==> config.mk <==
export PLATFORM = sky130hd
export DESIGN_NAME = instr_sequencer
export DESIGN_NICKNAME = d
export VERILOG_FILES = /design/src/rtl/rv32_ctrl_pkg.sv /design/src/rtl/branch_resolver.sv /design/src/rtl/instr_sequencer.sv
export SDC_FILE = /design/constraint.sdc
export NUM_CORES = 1
export LEC_CHECK = 0
export CAP_MARGIN = 20
export CORE_ASPECT_RATIO = 0.5
export CORE_MARGIN = 4
export CORE_UTILIZATION = 28
export DETAILED_ROUTE_END_ITERATION = 10
export SLEW_MARGIN = 0
export SYNTH_ARGS = -nofsm -noshare
export SYNTH_HDL_FRONTEND = slang
export SYNTH_SLANG_ARGS = --single-unit
==> constraint.sdc <==
create_clock -name sysCLK -period 2.38 [get_ports sysCLK]
set_input_delay 0.357 -clock sysCLK [delete_from_list [all_inputs] [get_ports sysCLK]]
set_output_delay 0.357 -clock sysCLK [all_outputs]
set_load 0.01 [all_outputs]
==> src/rtl/rv32_ctrl_pkg.sv <==
// Shared opcode constants, state encodings and strobe bundle for the RV32I multi-cycle controller.
// No timing of its own; consumed by instr_sequencer and its branch decode.
package rv32_ctrl_pkg;

  localparam logic [6:0] OP_R      = 7'b0110011;
  localparam logic [6:0] OP_IMM    = 7'b0010011;
  localparam logic [6:0] OP_LOAD   = 7'b0000011;
  localparam logic [6:0] OP_STORE  = 7'b0100011;
  localparam logic [6:0] OP_BRANCH = 7'b1100011;
  localparam logic [6:0] OP_JAL    = 7'b1101111;
  localparam logic [6:0] OP_JALR   = 7'b1100111;
  localparam logic [6:0] OP_LUI    = 7'b0110111;
  localparam logic [6:0] OP_AUIPC  = 7'b0010111;
  localparam logic [6:0] OP_SYSTEM = 7'b1110011;

  typedef enum logic [2:0] {
    S_IDLE   = 3'd0,
    S_FETCH  = 3'd1,
    S_DECODE = 3'd2,
    S_EXEC   = 3'd3,
    S_MEM    = 3'd4,
    S_WB     = 3'd5,
    S_TRAP   = 3'd6
  } state_t;

  typedef struct packed {
    logic imem_en;
    logic ir_load;
    logic pc_write;
    logic pc_sel;
    logic br_un;
    logic reg_wen;
    logic mem_req;
    logic mem_rw;
  } ctrl_t;

  // Stores and branches are the only retiring classes with no destination register.
  function automatic logic writes_rd(input logic [6:0] op);
    return (op != OP_STORE) && (op != OP_BRANCH);
  endfunction

endpackage

==> src/rtl/branch_resolver.sv <==
// Branch condition decode from funct3 and comparator flags; purely combinational.
// Zero latency, no flow control.
module branch_resolver (
  input  logic [2:0] funct3,
  input  logic       br_eq,
  input  logic       br_lt,
  output logic       taken,
  output logic       illegal,
  output logic       br_un
);

  always_comb begin
    taken   = 1'b0;
    illegal = 1'b0;
    case (funct3)
      3'b000:         taken   = br_eq;
      3'b001:         taken   = !br_eq;
      3'b100, 3'b110: taken   = br_lt;
      3'b101, 3'b111: taken   = !br_lt;
      default:        illegal = 1'b1;
    endcase
  end

  // BLTU/BGEU are the funct3 codes with bit 1 set.
  assign br_un = funct3[1];

endmodule

==> src/rtl/instr_sequencer.sv <==
// Multi-cycle RV32I control FSM: FETCH/DECODE/EXEC/[MEM]/WB with Moore strobes, retire counter, trap.
// 4 cycles per ALU/branch/jump, 5+N for load/store; DMEM stalls via mem_ready, trapping after MEM_TMO cycles.
module instr_sequencer
  import rv32_ctrl_pkg::*;
#(
  parameter int CNT_W   = 16,
  parameter int MEM_TMO = 15
) (
  input  logic             sysCLK,
  input  logic             pRST,
  input  logic             run,
  input  logic [6:0]       opcode,
  input  logic [2:0]       funct3,
  input  logic             BrEq,
  input  logic             BrLt,
  input  logic             mem_ready,
  output logic             imem_en,
  output logic             ir_load,
  output logic             pc_write,
  output logic             PCSel,
  output logic             BrUn,
  output logic             RegWEn,
  output logic             mem_req,
  output logic             MemRW,
  output logic [2:0]       state_out,
  output logic             halted,
  output logic [CNT_W-1:0] retired
);

  localparam logic [7:0] TMO_LAST = 8'(MEM_TMO - 1);

  state_t     state;
  state_t     state_nxt;
  logic [7:0] wait_cnt;
  ctrl_t      ctrl;
  logic       br_taken;
  logic       br_illegal;
  logic       br_un;
  logic       is_branch;

  assign is_branch = (opcode == OP_BRANCH);

  branch_resolver u_branch (
    .funct3  (funct3),
    .br_eq   (BrEq),
    .br_lt   (BrLt),
    .taken   (br_taken),
    .illegal (br_illegal),
    .br_un   (br_un)
  );

  always_ff @(posedge sysCLK) begin
    if (pRST) begin
      state    <= S_IDLE;
      halted   <= 1'b0;
      retired  <= '0;
      wait_cnt <= '0;
    end else begin
      state  <= state_nxt;
      halted <= (state_nxt == S_TRAP);
      if (state == S_WB) retired <= retired + CNT_W'(1);
      // Counter is cleared outside MEM so every MEM entry starts a fresh wait window.
      if (state != S_MEM)  wait_cnt <= '0;
      else if (!mem_ready) wait_cnt <= wait_cnt + 8'd1;
    end
  end

  always_comb begin
    state_nxt = state;
    ctrl      = '0;
    case (state)
      S_IDLE: if (run) state_nxt = S_FETCH;
      S_FETCH: begin
        ctrl.imem_en = 1'b1;
        state_nxt    = S_DECODE;
      end
      S_DECODE: begin
        ctrl.ir_load = 1'b1;
        state_nxt    = S_EXEC;
      end
      S_EXEC: begin
        ctrl.br_un = is_branch && br_un;
        case (opcode)
          OP_LOAD, OP_STORE:                             state_nxt = S_MEM;
          OP_R, OP_IMM, OP_LUI, OP_AUIPC, OP_JAL, OP_JALR: state_nxt = S_WB;
          OP_BRANCH: state_nxt = br_illegal ? S_TRAP : S_WB;
          default:                                       state_nxt = S_TRAP;
        endcase
      end
      S_MEM: begin
        ctrl.mem_req = 1'b1;
        ctrl.mem_rw  = (opcode == OP_STORE);
        if (mem_ready)                  state_nxt = S_WB;
        else if (wait_cnt == TMO_LAST)  state_nxt = S_TRAP;
      end
      S_WB: begin
        ctrl.pc_write = 1'b1;
        ctrl.reg_wen  = writes_rd(opcode);
        ctrl.pc_sel   = (opcode == OP_JAL) || (opcode == OP_JALR) || (is_branch && br_taken);
        ctrl.br_un    = is_branch && br_un;
        state_nxt     = run ? S_FETCH : S_IDLE;
      end
      S_TRAP: state_nxt = S_TRAP;
      default: state_nxt = S_IDLE;
    endcase
    // Strobes are suppressed during the reset cycle, even mid-transaction.
    if (pRST) ctrl = '0;
  end

  assign imem_en   = ctrl.imem_en;
  assign ir_load   = ctrl.ir_load;
  assign pc_write  = ctrl.pc_write;
  assign PCSel     = ctrl.pc_sel;
  assign BrUn      = ctrl.br_un;
  assign RegWEn    = ctrl.reg_wen;
  assign mem_req   = ctrl.mem_req;
  assign MemRW     = ctrl.mem_rw;
  assign state_out = 3'(state);

endmodule

==> results.md <==
- Synth Area in Compound Gates: 7.44%
- Simple-Gate Fraction of Synth Area: approximately 32%
- Die height: 58.8 um
- Crit Path Max Fanout: 10
- Adder-cell share of the synthesized area: under 10%
- Post-detail-place hpwl: 2.63 mm
- Post-synth EDFFs: 0
- Initial antenna violation count: 0
- Critical Path RT: 2.02 ns
- Clock Tree Buf Depth: 2
- Most frequent cells in the layout: 40 x clkdlybuf4s50_1, 32 x nor2_1, 28 x dfxtp_1, 16 x xor2_1, 13 x nand2_1
- Max-slew headroom: 65.4%
- XOR/XNOR Fraction of Synth Area: 13.9%
- Clock network power share: 37.7%
- Async S/R FF share, synth: 0%
- Combinational Power Share: around 14%
- H-tree Lvls: 1
- Dpl cell area: 2000 um^2
- Commonest non-fill, non-tap cell in the layout: clkdlybuf4s50_1
- Clk slew on worst S/H paths: 0.10 ns
- Post-synthesis mux area share: 1.38%
- Synth Instances: about 170
- Switch share: 21.8%
- Critical Path End Type: output port
- Final Setup Violations: 0
- Power after layout: 0.995 mW
- Grt ovf: 0
- Post-synthesis net count: 190
- Total Neg Setup Slack: 0 ns
- Clk_skew: 0.0100 ns
- Yosys Warn Count: 0
- TritonCTS clock tree: yes
- GP Congestion: 0.882
- Setup CP Type: reg -> out
- Die Area: between 6000 and 7000 um^2
- CTS hold repair buffers: 0
- I/O Buffers: 43
- Routed len/inst: 11.5 um
- Drt total wl: 3.34 mm
- DR iter-0 viols: 54
- Main synth FF type: dfxtp_1
- Final Hold Vio Count: 0
- Worst r2r src: state_out[0]$_SDFF_PP0_
- Internal power: 0.779 mW
- Clock sinks: 28
- Worst hold stages: 2
- Reg-to-reg setup timing slack: 0.65 ns
- Worst EP arrival: 1.85 ns
- Largest family of logic cells by synthesized area: simple AND/OR/NAND/NOR gates
- Worst reg2reg endpoint: retired[15]$_SDFFE_PP0N_
- Die width: 110 um
- Vias in the first global route: 1,230
- Inserted Clock Buffers: 3
- Drt drc: 0
- Seq pwr share: 48.1%
- Tcrit/Tclk final: 92.9%
- Synth cell types: 39
- Core region area: 4950 um^2
- CTS root buffer: clkbuf_8
- Post-route ant nets: 0
- Maximum vdd drop: 0.000299 V
- PwrDens: 478 nW/um^2
- Final Slew Violations: 0
- Worst Setup Start Kind: register
- Seq/Total Area, Yosys: roughly two fifths
- Pre-antenna DRT Iters: 5
- Max-cap violations: 0
- RSZ-0062 raised after global routing: no
- I/O pins: 44
- Vias/cell: 4.52
- Hold wc startpoint: retired[1]$_SDFFE_PP0N_
- Rows: 18
- Worst-Skew Late Latency: approximately 0.28 ns
- Fin nets: ~240
- Status: completed
- Sw Pwr: 0.217 mW
- GRT Overall Usage: between 10 and 15%
- Hold Path Class: reg -> reg
- Actual transition at the worst max-transition pin: 0.514 ns
- Initial core utilization: between 20% and 30%
- Via count: 1,314
- Tmin final: 2.21 ns
- Finished Cell Area: about 2100 um^2
- #FFs+latches synth: 28
- Reg2reg path depth: 6
- Ratio of cells with drive above 1 in the final layout: 8.14%
- Antenna Cells: 0
- Fmax: 452 MHz
- Synthesized cell area: 1450 um^2
- Leak pwr: 0.796 nW
- Syn Area/Cell: 8.46 um^2
- Largest net degree at the start of global routing: 17
- Syn-to-layout area delta: 43.9%
- Global-route wire length before repair: roughly 5.7 mm
- Hold Path End: retired[1]$_SDFFE_PP0N_
[layer usage]
metal / track usage, % / share of wire (%)
met4: 2.66 / 0.84
met1: 13.8 / 46
met2: 19.4 / 49
met3: 2.63 / 3.2
met5: 0 / 0
[worst max-delay path, stage by stage (launching register included)]
cell and delay [ns]:
dfxtp_1 0.31, buf_4 0.16, nand3b_1 0.25, a311oi_2 0.29, clkdlybuf4s50_1 0.58
[cell type report]
| class | count | area, um^2 |
|---|---|---|
| Sequential cell | 28 | 561 |
| Inverter | 3 | 11.3 |
| Timing Repair Buffer | 54 | 513 |
| Clock buffer | 3 | 41.3 |
| Multi-Input combinational cell | 132 | 838 |
| Fill cell | 510 | 2870 |
| Tap cell | 70 | 87.6 |
| Clock inverter | 1 | 30.0 |
[logic make-up after synthesis]
group,count (synthesis)
AO/OA/AOI/OAI,16
buffers and inverters,11
XOR/XNOR,23
AND/OR/NAND/NOR,88
flip-flops,28
multiplexers,2
adder cells (fa/ha/maj),3
[synth_stat cells (2+ instances only)]
cell type	n	share of area, %
a21oi_1	4	1.4
a22oi_1	2	1.0
and3_1	4	1.7
buf_2	4	1.4
clkbuf_1	3	0.78
dfxtp_1	28	39
ha_1	3	2.6
inv_1	3	0.78
mux2i_1	2	1.4
nand2_1	13	3.4
nand3_1	8	2.8
nand3b_1	2	1.0
nand4_1	4	1.7
nor2_1	32	8.3
nor2b_1	6	2.6
nor3_1	4	1.4
nor4_1	2	0.86
o21ai_0	4	1.4
or3_1	2	0.86
xnor2_1	7	4.2
xor2_1	16	9.7
[power by group through the flow]
stage	logic, mW	clock network, mW	registers [mW]
after floorplan	0.0684	0	0.494
after global placement	0.141	0	0.490
after detailed placement	0.141	0	0.490
after CTS	0.142	0.391	0.479
after global routing	0.155	0.409	0.480
final	0.142	0.375	0.479
[through the flow]
stage	std cells	setup WS, ns	hold slack (ns)	utilization (%)
global placement	287	-0.0442	0.483	40.5
global route	291	0.0653	0.551	42.0
CTS	291	0.0505	0.509	41.8
floorplan	171	0.513	0.477	-
detailed placement	287	-0.0606	0.490	40.5
finish	291	0.170	0.506	42.0
[worst max path at each step]
stage | slack, ns | startpoint | end | cells after the start
floorplan | 0.51 | state_out[2]$_SDFF_PP0_ | MemRW | 6
finish | 0.17 | state_out[1]$_SDFF_PP0_ | RegWEn | 4
global placement | -0.04 | opcode[5] | PCSel | 7
global route | 0.07 | state_out[2]$_SDFF_PP0_ | RegWEn | 4
CTS | 0.05 | pRST | MemRW | 5
detailed placement | -0.06 | opcode[5] | PCSel | 7
[sequential cells by signal, indices dropped and copies added, names as in the netlist]
register / count
state_out: 3
wait_cnt: 8
retired: 16
halted: 1
[timing repair]
item	CTS	global route
endpoints found under the setup margin	2	2
pin swaps	0	0
gates resized for setup	2	2
setup buffers	0	0
Note: power is estimated with default switching activity, not from simulation.
